<file path="config.mk">
export PLATFORM = sky130hd
export DESIGN_NAME = mp_addsub_seq
export DESIGN_NICKNAME = d
export VERILOG_FILES = /design/src/rtl/mp_pkg.sv /design/src/rtl/mp_addsub_seq_adder.sv /design/src/rtl/mp_addsub_seq.sv
export SDC_FILE = /design/constraint.sdc
export NUM_CORES = 1
export LEC_CHECK = 0
export CAP_MARGIN = 40
export CORE_MARGIN = 5
export CORE_UTILIZATION = 30
export DETAILED_ROUTE_END_ITERATION = 16
export DONT_BUFFER_PORTS = 1
export HOLD_SLACK_MARGIN = 0.05
export SLEW_MARGIN = 30
export SYNTH_ARGS = -nofsm -noshare
export SYNTH_HDL_FRONTEND = slang
export SYNTH_SLANG_ARGS = --single-unit
</file>
<file path="constraint.sdc">
create_clock -name clk -period 5.6 [get_ports clk]
set_clock_uncertainty 0.15 [all_clocks]
set_input_delay 1.12 -clock clk [delete_from_list [all_inputs] [get_ports clk]]
set_output_delay 1.12 -clock clk [all_outputs]
set_load 0.01 [all_outputs]
</file>
<file path="src/rtl/mp_pkg.sv">
// ---------------------------------------------------------------------------
// mp_pkg -- shared definitions for the multi-precision add/sub sequencer.
//   state_t : FSM state encoding (IDLE, FETCH, EXEC, DONE)
//   OP_ADD  : op_sub value selecting A+B
//   OP_SUB  : op_sub value selecting A-B
// ---------------------------------------------------------------------------
package mp_pkg;

  typedef enum logic [1:0] {
    ST_IDLE  = 2'd0,
    ST_FETCH = 2'd1,
    ST_EXEC  = 2'd2,
    ST_DONE  = 2'd3
  } state_t;

  localparam logic OP_ADD = 1'b0;
  localparam logic OP_SUB = 1'b1;

endpackage

</file>
<file path="src/rtl/mp_addsub_seq_adder.sv">
// ---------------------------------------------------------------------------
// adder -- one N-bit word add with carry in and carry out.
//   a, b : N-bit addends (b already inverted by the caller for subtraction)
//   cin  : carry into bit 0
//   s    : N-bit sum, wraps modulo 2^N
//   cout : carry out of bit N-1
// ---------------------------------------------------------------------------
module adder #(
  parameter int N = 32
) (
  input  logic [N-1:0] a,
  input  logic [N-1:0] b,
  input  logic         cin,
  output logic [N-1:0] s,
  output logic         cout
);

  assign {cout, s} = {1'b0, a} + {1'b0, b} + {{N{1'b0}}, cin};

endmodule

</file>
<file path="src/rtl/mp_addsub_seq.sv">
// ---------------------------------------------------------------------------
// mp_addsub_seq -- word-serial multi-precision adder/subtractor.
// Walks len operand words least-significant first, one word every two
// cycles (FETCH reads the operands, EXEC adds and writes the result word),
// chaining the carry between words.
//
// Ports:
//   clk, rst_n        : clock, asynchronous active-low reset
//   start             : request an operation (only looked at in IDLE)
//   op_sub            : 0 = A+B, 1 = A-B (latched on start)
//   len               : length in words, clamped to MAX_WORDS (latched)
//   rd_en, rd_addr    : operand read strobe and word index
//   a_word, b_word    : operand words returned by the memory
//   wr_en, wr_addr,
//   wr_data           : result word write port
//   busy              : operation in progress (FETCH/EXEC)
//   done              : one-cycle completion pulse
//   carry_out         : final carry (for A-B: 1 = no borrow, A>=B)
//   res_zero          : every written word was zero (MPAS_ZERO_FLAG_EN only)
//   dbg_state         : current FSM state, for observation only
//
// Handshake: rd_en is a one-cycle request with no back-pressure; the
// memory must present a_word/b_word on the cycle immediately after rd_en
// (that cycle is always EXEC). wr_en/done are one-cycle strobes with no
// ready; the consumer must accept them when they appear. All strobes and
// their address/data are driven to 0 while inactive.
//
// Optional build macro: MPAS_ZERO_FLAG_EN adds the res_zero output.
// ---------------------------------------------------------------------------
module mp_addsub_seq
  import mp_pkg::*;
#(
  parameter int WORD_W    = 32,
  parameter int MAX_WORDS = 32,
  localparam int ADDR_W   = $clog2(MAX_WORDS)
) (
  input  logic              clk,
  input  logic              rst_n,
  input  logic              start,
  input  logic              op_sub,
  input  logic [ADDR_W:0]   len,
  output logic              rd_en,
  output logic [ADDR_W-1:0] rd_addr,
  input  logic [WORD_W-1:0] a_word,
  input  logic [WORD_W-1:0] b_word,
  output logic              wr_en,
  output logic [ADDR_W-1:0] wr_addr,
  output logic [WORD_W-1:0] wr_data,
  output logic              busy,
  output logic              done,
  output logic              carry_out,
`ifdef MPAS_ZERO_FLAG_EN
  output logic              res_zero,
`endif
  output state_t            dbg_state
);

  localparam logic [ADDR_W:0] MAX_LEN = (ADDR_W + 1)'(MAX_WORDS);

  state_t              state;
  state_t              state_nxt;
  logic [ADDR_W-1:0]   index;
  logic [ADDR_W:0]     len_q;
  logic                op_q;
  logic                carry;
  logic                accept;
  logic                last_word;
  logic [WORD_W-1:0]   b_in;
  logic [WORD_W-1:0]   sum;
  logic                sum_c;

  assign accept    = (state == ST_IDLE) && start;
  assign last_word = ({1'b0, index} == (len_q - (ADDR_W + 1)'(1)));
  assign dbg_state = state;

  // Subtraction is A + ~B + 1; the +1 comes from carry being seeded with
  // op_sub on start.
  assign b_in = (op_q == OP_SUB) ? ~b_word : b_word;

  adder #(.N(WORD_W)) u_adder (
    .a    (a_word),
    .b    (b_in),
    .cin  (carry),
    .s    (sum),
    .cout (sum_c)
  );

  // -- FSM: state register --------------------------------------------------
  always_ff @(posedge clk or negedge rst_n) begin
    if (!rst_n) state <= ST_IDLE;
    else        state <= state_nxt;
  end

  // -- FSM: next-state logic ------------------------------------------------
  always_comb begin
    state_nxt = state;
    case (state)
      ST_IDLE:  if (start) state_nxt = (len == '0) ? ST_DONE : ST_FETCH;
      ST_FETCH: state_nxt = ST_EXEC;
      ST_EXEC:  state_nxt = last_word ? ST_DONE : ST_FETCH;
      ST_DONE:  state_nxt = ST_IDLE;
      default:  state_nxt = ST_IDLE;
    endcase
  end

  // -- FSM: outputs ---------------------------------------------------------
  always_comb begin
    rd_en   = 1'b0;
    rd_addr = '0;
    wr_en   = 1'b0;
    wr_addr = '0;
    wr_data = '0;
    busy    = 1'b0;
    done    = 1'b0;
    case (state)
      ST_FETCH: begin
        rd_en   = 1'b1;
        rd_addr = index;
        busy    = 1'b1;
      end
      ST_EXEC: begin
        wr_en   = 1'b1;
        wr_addr = index;
        wr_data = sum;
        busy    = 1'b1;
      end
      ST_DONE: done = 1'b1;
      default: ;
    endcase
  end

  // -- Datapath registers ---------------------------------------------------
  // carry_out is loaded on the edge entering DONE so it is already valid
  // while done is high, and then held until a later operation finishes.
  always_ff @(posedge clk or negedge rst_n) begin
    if (!rst_n) begin
      index     <= '0;
      len_q     <= '0;
      op_q      <= 1'b0;
      carry     <= 1'b0;
      carry_out <= 1'b0;
    end else begin
      if (accept) begin
        op_q  <= op_sub;
        len_q <= (len > MAX_LEN) ? MAX_LEN : len;
        index <= '0;
        carry <= op_sub;
        if (len == '0) carry_out <= op_sub;
      end else if (state == ST_EXEC) begin
        carry <= sum_c;
        index <= index + ADDR_W'(1);
        if (last_word) carry_out <= sum_c;
      end
    end
  end

`ifdef MPAS_ZERO_FLAG_EN
  // zero_acc tracks "all words so far were zero"; an empty operation
  // writes nothing and so reports zero.
  logic zero_acc;

  always_ff @(posedge clk or negedge rst_n) begin
    if (!rst_n) begin
      zero_acc <= 1'b0;
      res_zero <= 1'b0;
    end else begin
      if (accept) begin
        zero_acc <= 1'b1;
        if (len == '0) res_zero <= 1'b1;
      end else if (state == ST_EXEC) begin
        zero_acc <= zero_acc & (sum == '0);
        if (last_word) res_zero <= zero_acc & (sum == '0);
      end
    end
  end
`endif

endmodule
</file>
==> impl_metrics.tcl <==
set metrics [dict create \
    status "finished, final reports clean" \
    whs_path_depth 2 \
    synth_cell_types 57 \
    vias 3232 \
    critPathMostFrequentCell "fa_1" \
    drtAntennaViolNets 0 \
    fp.dieW_microns 116 \
    synthToLayoutAreaGrowth_pct 7.48 \
    worst_pin_slew_ns 0.545 \
    drive_gt1_share_pct 4.85 \
    grtUsageMet3_pct 2.38 \
    power_frac_comb_pct 82.4 \
    hold_class "flip-flop to flip-flop" \
    powerDensity_nw_per_um2 606 \
    drt-initial-drc-count 203 \
    pwr-share-seq_pct 10.6 \
    diodes 0 \
    start_util_pct 30.9 \
    grt_busiest_layer "met2" \
    synth-seq-area-share_pct 11.8 \
    crit_slowest_cell "fa_1" \
    total_leakage_power_nw 1.63 \
    synth_edf_count 0 \
    clkPwrFrac_pct 7.0 \
    ys_warn_count 0 \
    place_hpwl_mm 8.54 \
    reg2reg_depth 11 \
    hold_ws_ns 0.363 \
    die_height_microns 116 \
    place_area_sq_um 3560 \
    wl_per_cell_microns 16.9 \
    finalSetupTns_ns 0 \
    peakVddDrop_v 0.000190 \
    synth_ff_type "dfrtp_1" \
    finalCritPeriodShare_pct 90.6 \
    numCtsBuffers 3 \
    crit_type "input pin to output pin" \
    track_usage_pct 14.5 \
    port_buffers 0 \
    grt_max_degree 34 \
    layout_common_cells "nand2_1, xor2_1, ha_1, a21oi_1, and2_1" \
    max_stage_delay_ns 0.42 \
    drv_slew 0 \
    rows 38 \
    layout_min_cycle_time_ns 5.08 \
    p_int_w 0.00100 \
    drcViolationCount 0 \
    layout_commonest_cell "nand2_1" \
    endpoint_kind "output pin" \
    clk_path_buf_depth 2 \
    antenna_found_initial 0 \
    grt_pass1_wl_mm 16.0 \
    swShare_pct 54.6 \
    p_switching_w 0.00121 \
    fmax_mhz 197 \
    syn_nets 576 \
    cts_tree "done" \
    viasPerCell 5.44 \
    gp_congestion 0.866 \
    critPathRequiredTime_ns 4.33 \
    core-area_sq_um 11000 \
    overflow 0 \
    clk_pin_slew_ns 0.05 \
    critPathArrivalTime_ns 3.81 \
    use_met2_pct 25.0 \
    grt_pass1_vias 3142 \
    drt_first_pass_iters 4 \
    synth_cells 462 \
    grt_setup_unrepaired "false" \
    path_cells "xnor2_1 -> fa_1 -> fa_1 -> nand2b_1 -> a211oi_1 -> o31ai_2 -> a21o_1 -> a31oi_1 -> a21oi_1 -> mux2i_1" \
    syn_area_sq_um 3390 \
    final_area_sq_um 3650 \
    r2r_slack_ns 2.28 \
    synth-seq-cells 16 \
    drt-total-wl_mm 10.0 \
    cts_hold_buf 0 \
    h-tree-depth 1 \
    boundaryPins 123 \
    setup_viol 0 \
    die_area_sq_um 13500 \
    max_cap_violations 0 \
    use_met1_pct 19.3 \
    clk_latency_ns 0.25 \
    post_cts_buffers 0 \
    async_flop_share_pct 100 \
    hold_viol_final 0 \
    clkSinkCount 16 \
    syn_avg_cell_area_sq_um 7.35 \
    critical_path.max_fanout 4 \
    clock_tree.root_cell "clkbuf_16" \
    slew_headroom_pct 63.7 \
    nets 569 \
    cp-start-kind "input pin" \
    cts-resized-gates 0 \
]
[critical path, delay by kind of cell]
| family | cells | cell delay (ns) |
|---|---|---|
| and+or+nand+nor | 1 | 0.22 |
| muxes | 1 | 0.30 |
| AOI/OAI and AO/OA | 5 | 1.24 |
| xor gates and xnor gates | 1 | 0.12 |
| adders and majority gates | 2 | 0.81 |
[flip-flops by register name, indices dropped and copies added, names as in the netlist]
register	cells
index	5
dbg_state	2
carry_out	1
op_q	1
len_q	6
carry	1
[synthesized netlist by cell type, types with 7 or more instances]
cell       n  area [sq um]
o21ai_0   28           140
xor2_1    44           385
a21oi_1   36           180
ha_1      38           475
nor2_1    32           120
xnor2_1   19           166
nand3_1   11          55.1
dfrtp_1   16           400
a21o_1    11          82.6
and2_1    33           206
inv_1     22          82.6
nand2b_1   7          43.8
nand2_1   54           203
clkbuf_1  10          37.5
nor3_1     9          45.0
[path summary, 6_finish.rpt]
path                                end  startpoint
min in group asynchronous  dbg_state[0]       rst_n
setup / recovery            wr_data[26]   b_word[0]
hold / removal                 len_q[5]    len_q[5]
max in group asynchronous          op_q       rst_n
hold reg to reg                len_q[5]    len_q[5]
setup reg to reg                  carry        op_q
[metal layers]
layer,vias to the layer above,part of all wire [%]
met5,-,0
met3,4,7.3
li1,1619,-
met4,0,0.47
met1,1506,44
met2,103,49
[metrics by stage]
| stage | power, W | util [%] | worst slack [ns] | std cells |
|---|---|---|---|---|
| after floorplan | 0.00166 | - | 0.878 | 462 |
| after global placement | 0.00202 | 32.2 | 0.604 | 589 |
| after detailed placement | 0.00206 | 32.4 | 0.528 | 590 |
| after CTS | 0.00223 | 33.2 | 0.505 | 594 |
| after global routing | 0.00246 | 33.2 | 0.319 | 594 |
| final | 0.00221 | 33.2 | 0.524 | 594 |
[power groups by stage]
stage / registers [W] / logic, W / clock network (W)
global placement: 0.000235 / 0.00178 / 0
finish: 0.000233 / 0.00182 / 0.000155
CTS: 0.000235 / 0.00184 / 0.000158
detailed placement: 0.000237 / 0.00182 / 0
floorplan: 0.000204 / 0.00146 / 0
global route: 0.000242 / 0.00205 / 0.000163
[layout make-up]
class                      count  area [sq um]
sequential                    16           402
inverter                      22          82.6
multi-input combinational    408          2850
timing repair buffer           4          50.0
tap                          140           175
fill                        1171          7330
clock buffer                   4          88.8
[logic make-up (layout without fill, tap and decap cells)]
logic type / after synthesis / in the layout / synth area share [%]
fa+ha+maj: 40 / 40 / 15.2
simple gates: 177 / 177 / 26.0
buf+inv: 38 / 30 / 4.31
mux: 5 / 5 / 1.51
flops: 16 / 16 / 11.8
xor+xnor: 63 / 63 / 16.3
compound gates: 123 / 123 / 25.0
Power figures use the tool's default switching activity.
